==> src/rtl/xs_cpu_rst_seq_if.sv <==
// rtl/xs_cpu_rst_seq_if.sv - board-side button/calibration inputs and reset/status outputs of the CPU reset sequencer
interface xs_cpu_rst_seq_if;
   logic       button_i;
   logic       calib_done;
   logic       cpu_rstn;
   logic       periph_rstn;
   logic [1:0] seq_state;
   logic       calib_timeout;

   // Board/stimulus side: drives the raw inputs, observes the resets
   modport master (
      output button_i,
      output calib_done,
      input  cpu_rstn,
      input  periph_rstn,
      input  seq_state,
      input  calib_timeout
   );

   // Sequencer side
   modport slave (
      input  button_i,
      input  calib_done,
      output cpu_rstn,
      output periph_rstn,
      output seq_state,
      output calib_timeout
   );
endinterface

==> src/rtl/xs_cpu_rst_seq.sv <==
// rtl/xs_cpu_rst_seq.sv - CPU reset sequencer: button debounce, DDR calibration wait, peripheral-before-CPU release
module xs_cpu_rst_seq #(
   parameter int DEB_CYCLES    = 1000000,
   parameter int HOLD_CYCLES   = 64,
   parameter int CALIB_TIMEOUT = 0
) (
   input  logic              sys_clk_i,
   input  logic              sys_rst,
   xs_cpu_rst_seq_if.slave   bus
);

   typedef enum logic [1:0] {
      IDLE  = 2'd0,
      CALIB = 2'd1,
      HOLD  = 2'd2,
      RUN   = 2'd3
   } state_t;

   localparam int DEB_W  = $clog2(DEB_CYCLES + 1);
   localparam int HOLD_W = (HOLD_CYCLES > 2) ? $clog2(HOLD_CYCLES) : 1;
   localparam int TO_W   = (CALIB_TIMEOUT > 2) ? $clog2(CALIB_TIMEOUT) : 1;
   localparam bit TO_EN  = (CALIB_TIMEOUT != 0);

   localparam logic [DEB_W-1:0]  DEB_LAST  = DEB_W'(DEB_CYCLES - 1);
   localparam logic [HOLD_W-1:0] HOLD_LAST = HOLD_W'(HOLD_CYCLES - 1);
   localparam logic [TO_W-1:0]   TO_LAST   = TO_W'((CALIB_TIMEOUT == 0) ? 0 : CALIB_TIMEOUT - 1);

   logic              btn_meta_q;
   logic              btn_s_q;
   logic              cal_meta_q;
   logic              cal_s_q;
   logic              btn_db_q;
   logic              btn_db_prev_q;
   logic [DEB_W-1:0]  deb_cnt_q;
   logic              rise_d;
   logic              fall_d;

   state_t            state_q;
   logic [HOLD_W-1:0] hold_cnt_q;
   logic [TO_W-1:0]   to_cnt_q;
   logic              cpu_rstn_q;
   logic              periph_rstn_q;
   logic              calib_timeout_q;

   // Two-flop synchronisers for the asynchronous button and calibration inputs
   always_ff @(posedge sys_clk_i) begin
      if (sys_rst) begin
         btn_meta_q <= 1'b0;
         btn_s_q    <= 1'b0;
         cal_meta_q <= 1'b0;
         cal_s_q    <= 1'b0;
      end else begin
         btn_meta_q <= bus.button_i;
         btn_s_q    <= btn_meta_q;
         cal_meta_q <= bus.calib_done;
         cal_s_q    <= cal_meta_q;
      end
   end

   // Debounce: the level only follows btn_s after DEB_CYCLES consecutive mismatching cycles
   always_ff @(posedge sys_clk_i) begin
      if (sys_rst) begin
         btn_db_q      <= 1'b0;
         btn_db_prev_q <= 1'b0;
         deb_cnt_q     <= '0;
      end else begin
         btn_db_prev_q <= btn_db_q;
         if (btn_s_q == btn_db_q) begin
            deb_cnt_q <= '0;
         end else if (deb_cnt_q == DEB_LAST) begin
            btn_db_q  <= btn_s_q;
            deb_cnt_q <= '0;
         end else begin
            deb_cnt_q <= deb_cnt_q + DEB_W'(1);
         end
      end
   end

   // Edge pulses of the debounced level; resetting btn_db to 0 makes a released button start the CPU
   assign rise_d = btn_db_q & ~btn_db_prev_q;
   assign fall_d = ~btn_db_q & btn_db_prev_q;

   // Sequencer FSM; the reset outputs are registered as the decode of the next state
   always_ff @(posedge sys_clk_i) begin
      if (sys_rst) begin
         state_q         <= IDLE;
         hold_cnt_q      <= '0;
         to_cnt_q        <= '0;
         cpu_rstn_q      <= 1'b0;
         periph_rstn_q   <= 1'b0;
         calib_timeout_q <= 1'b0;
      end else begin
         case (state_q)
            IDLE: begin
               cpu_rstn_q    <= 1'b0;
               periph_rstn_q <= 1'b0;
               if (rise_d) begin
                  state_q  <= CALIB;
                  to_cnt_q <= '0;
               end
            end
            CALIB: begin
               to_cnt_q <= to_cnt_q + TO_W'(1);
               // A calibration that lands on the timeout cycle still counts as success
               if (cal_s_q) begin
                  state_q       <= HOLD;
                  hold_cnt_q    <= '0;
                  periph_rstn_q <= 1'b1;
                  cpu_rstn_q    <= 1'b0;
               end else if (TO_EN && (to_cnt_q == TO_LAST)) begin
                  state_q         <= IDLE;
                  calib_timeout_q <= 1'b1;
               end else if (fall_d) begin
                  state_q <= IDLE;
               end
            end
            HOLD: begin
               // Losing calibration or a press aborts even on the completion cycle
               if (fall_d || !cal_s_q) begin
                  state_q       <= IDLE;
                  periph_rstn_q <= 1'b0;
                  cpu_rstn_q    <= 1'b0;
               end else if (hold_cnt_q == HOLD_LAST) begin
                  state_q    <= RUN;
                  cpu_rstn_q <= 1'b1;
               end else begin
                  hold_cnt_q <= hold_cnt_q + HOLD_W'(1);
               end
            end
            RUN: begin
               if (fall_d || !cal_s_q) begin
                  state_q       <= IDLE;
                  periph_rstn_q <= 1'b0;
                  cpu_rstn_q    <= 1'b0;
               end
            end
            default: begin
               state_q       <= IDLE;
               periph_rstn_q <= 1'b0;
               cpu_rstn_q    <= 1'b0;
            end
         endcase
      end
   end

   assign bus.cpu_rstn      = cpu_rstn_q;
   assign bus.periph_rstn   = periph_rstn_q;
   assign bus.seq_state     = state_q;
   assign bus.calib_timeout = calib_timeout_q;

endmodule
==> src/flat_wrapper.sv <==
// flat-port wrapper written by rule: the top's interface ports become plain ports
module xs_cpu_rst_seq_flat 
#(
   parameter int DEB_CYCLES    = 1000000,
   parameter int HOLD_CYCLES   = 64,
   parameter int CALIB_TIMEOUT = 0
)
  (sys_clk_i, sys_rst, bus_button_i, bus_calib_done, bus_cpu_rstn, bus_periph_rstn, bus_seq_state, bus_calib_timeout);
  xs_cpu_rst_seq_if bus_i ();
  input  logic sys_clk_i;
  input  logic sys_rst;
  input wire logic [$bits(bus_i.button_i)-1:0] bus_button_i;
  input wire logic [$bits(bus_i.calib_done)-1:0] bus_calib_done;
  output wire logic [$bits(bus_i.cpu_rstn)-1:0] bus_cpu_rstn;
  output wire logic [$bits(bus_i.periph_rstn)-1:0] bus_periph_rstn;
  output wire logic [$bits(bus_i.seq_state)-1:0] bus_seq_state;
  output wire logic [$bits(bus_i.calib_timeout)-1:0] bus_calib_timeout;
  assign bus_i.button_i = bus_button_i;
  assign bus_i.calib_done = bus_calib_done;
  assign bus_cpu_rstn = bus_i.cpu_rstn;
  assign bus_periph_rstn = bus_i.periph_rstn;
  assign bus_seq_state = bus_i.seq_state;
  assign bus_calib_timeout = bus_i.calib_timeout;
  xs_cpu_rst_seq #(.DEB_CYCLES(DEB_CYCLES), .HOLD_CYCLES(HOLD_CYCLES), .CALIB_TIMEOUT(CALIB_TIMEOUT)) u_core (.sys_clk_i(sys_clk_i), .sys_rst(sys_rst), .bus(bus_i));
endmodule
==> config.mk <==
export PLATFORM = sky130hd
export DESIGN_NAME = xs_cpu_rst_seq_flat
export DESIGN_NICKNAME = d
export VERILOG_FILES = /design/src/rtl/xs_cpu_rst_seq_if.sv /design/src/rtl/xs_cpu_rst_seq.sv /design/src/flat_wrapper.sv
export SDC_FILE = /design/constraint.sdc
export NUM_CORES = 1
export LEC_CHECK = 0
export CAP_MARGIN = 20
export CORE_MARGIN = 3
export CORE_UTILIZATION = 50
export DETAILED_ROUTE_END_ITERATION = 16
export GPL_TIMING_DRIVEN = 0
export PLACE_DENSITY = 0.69
export SLEW_MARGIN = 30
export SYNTH_ARGS = -nofsm -noshare
export SYNTH_HDL_FRONTEND = slang
export SYNTH_SLANG_ARGS = --single-unit
==> constraint.sdc <==
create_clock -name sys_clk_i -period 2.8 [get_ports sys_clk_i]
set_clock_uncertainty 0.1 [all_clocks]
set_input_delay 0.42 -clock sys_clk_i [delete_from_list [all_inputs] [get_ports sys_clk_i]]
set_output_delay 0.42 -clock sys_clk_i [all_outputs]
set_load 0.005 [all_outputs]
==> qor.csv <==
stage,metric,value,unit
route,antenna_left,0,
route,viasPerCell,5.17,
critical_path,critPathKind,reg -> out,
critical_path,crit_chain,clkdlybuf4s50_1,
global_routing,grt_pass1_wl,5.03,mm
flow_run,cap_violations,0,
route,vias,1185,
placed_design,io_buffers,7,
critical_path,path_buf_inv,1,
sta,rsz0062_at_grt,false,
sta,worstMarginPinSlew,501,ps
final_layout,final_common_cell,dfxtp_1,
floorplanning,core,2880,um2
logic_synthesis,synth.distinct_cells,38,
global_routing,grt_use_total,16.2,%
global_routing,grt_overflow_total,0,
critical_path,slowest_stage,clkdlybuf4s50_1,
global_routing,grt_max_degree,11,
outcome,status,completed,
sta,hold_viol,0,
clock_network,htreeDepth,2,
worst_hold_path,hold_class,reg -> reg,
clock_network,cts_setup_buffers,0,
clock_network,cts.clk_slew.worst_paths,90,ps
sta,fin_crit_sh,68.8,%
clock_network,cts_resized,0,
critical_path,startpoint_type,flip-flop,
critical_path,cp.required,2280,ps
logic_synthesis,synth_fp_nets,178,
sta,layout_min_cycle_time,1930,ps
final_layout,final_cells,229,
sta,fmax,519,MHz
pwr,leakage,0.605,nW
final_layout,nNetsFinal,192,
placed_design,hpwl,2.04,mm
placed_design,placed_cells,221,
sta,max_slew_margin,66.5,%
route,drc,0,
floorplanning,ios,9,
clock_network,worstSkewPairLatency,330,ps
floorplanning,die_x,62.2,um
final_layout,drive_above_1_share,8.56,%
clock_network,cts_sinks,36,
pwr,powerDensity,464,nW/um2
critical_path,critPathMaxStageDelay,560,ps
final_layout,regMostFlops,u_core.deb_cnt_q,
floorplanning,die-area,3870,um2
logic_synthesis,synth-seq-area-share,45.6,%
clock_network,clockBufferDepth,2,
placed_design,gp_congestion,0.769,
critical_path,critPathTopFamily,buffers and inverters,
floorplanning,placementRows,19,
final_layout,antennaDiodeCount,0,
logic_synthesis,syn_area_per_cell,9.19,um2
clock_network,numCtsBuffers,5,
final_layout,layout_common_cells,"dfxtp_1 (36), nor2_1 (31), xor2_1 (13), nand3_1 (12), nand2_1 (10)",
global_routing,grt_antenna_before_repair,0,
critical_path,cp_max_fo,8,
clock_network,cts_hold_buf,0,
logic_synthesis,netlist_instances,172,
final_layout,largest_reg_flops,20,
sta,drv_slew,0,
sta,setup_tns,0,ps
critical_path,crit_path_end_kind,primary output,
route,dr.first_iter.drc_count,72,
logic_synthesis,synth_area,1580,um2
final_layout,fillers,275,
critical_path,crit_arrival,1410,ps
logic_synthesis,ys.warnings.count,0,
clock_network,cts_root_buf,clkbuf_4,
clock_network,cts_tree,done,
global_routing,grt_pass1_vias,1155,
floorplanning,die_y,62.2,um
floorplanning,start_util,55.0,%
route,drt-pass1-iter-count,4,
pwr,ir_worst_vdd,0.244,mV
route,wl_per_cell,11.9,um
final_layout,area.growth.synth_to_final,11.5,%
sta,setup_viol,0,
logic_synthesis,synth_seq_cells,36,
route,drt_wl_total,2.73,mm
cell usage after synthesis, drive strengths merged:
cell,number,share of area (%)
a2111oi,1,0.55
a21boi,1,0.47
a21oi,5,1.6
a22o,1,0.55
a22oi,1,0.47
and2,1,0.40
and3,5,2.0
and3b,1,0.55
and4,3,1.7
buf,3,2.5
clkbuf,2,0.47
conb,1,0.24
dfxtp,36,46
ha,2,1.6
inv,2,0.47
mux2,1,0.71
mux2i,2,1.3
nand2,10,2.4
nand2b,1,0.40
nand3,13,4.4
nand4,3,1.2
nor2,31,7.4
nor2b,8,3.2
nor3,4,2.2
nor3b,1,0.47
nor4b,3,2.6
o21ai,6,1.9
o221ai,1,0.55
o31ai,1,0.47
or2,2,0.79
or3b,1,0.55
xnor2,6,3.3
xor2,13,7.2
where the power goes:
group	switching, mW	leakage [nW]	internal (mW)	total [mW]
registers	0.00159	0.291	0.515	0.516
logic	0.0108	0.282	0.0104	0.0211
clock network	0.156	0.0326	0.124	0.280
total	0.168	0.605	0.649	0.817
layer usage:
layer,GRT usage [%],wire length [um],vias to the layer above
met1,20.7,1350,549
met3,4.86,91,5
met5,0,0,-
li1,-,-,612
met2,25.3,1240,19
met4,7.46,40,0
final timing paths:
check / start / to / slack, ps / cells past startpoint
setup / recovery: u_core.bus.seq_state[0] / bus_seq_state[0] / 870 / 1
hold reg to reg: u_core.cal_meta_q / u_core.cal_s_q / 350 / 1
hold / removal: u_core.cal_meta_q / u_core.cal_s_q / 350 / 1
setup reg to reg: u_core.deb_cnt_q[0] / u_core.deb_cnt_q[0] / 910 / 8
per-stage QoR:
stage | hold slack, ps | worst slack [ps] | cell area (um2) | power, mW | util, %
4_1_cts | 363 | 838 | 1760 | 0.832 | 61.3
3_3_place_gp | 325 | 923 | 1700 | 0.549 | 59.2
5_1_grt | 375 | 755 | 1760 | 0.860 | 61.3
6_report | 353 | 872 | 1760 | 0.817 | 61.3
3_5_place_dp | 342 | 891 | 1700 | 0.549 | 59.2
2_1_floorplan | 314 | 1130 | 1580 | 0.541 | -
final cells by class:
cell class              count  area, um2  area share (%)
plain buffers               5       46.3            2.63
clock buffers               8       58.8            3.34
inverters                   2       7.51           0.426
multi-input cells         129        807            45.8
flip-flops and latches     36        721            40.9
well taps                  42       52.6            2.98
repair buffers              7       70.1            3.97
cells by family (layout without fill, tap and decap cells):
kind of cell,after synthesis,count (layout),share of synthesized area [%]
adders and majority gates,2,2,1.58
and+or+nand+nor,87,87,30.1
muxes,3,3,1.98
DFF,36,36,45.6
buffers and inverters,7,22,3.40
other,1,1,0.237
AOI/OAI and AO/OA,17,17,6.57
xor gates and xnor gates,19,19,10.5
No activity file was read; power rests on OpenSTA's default activity.
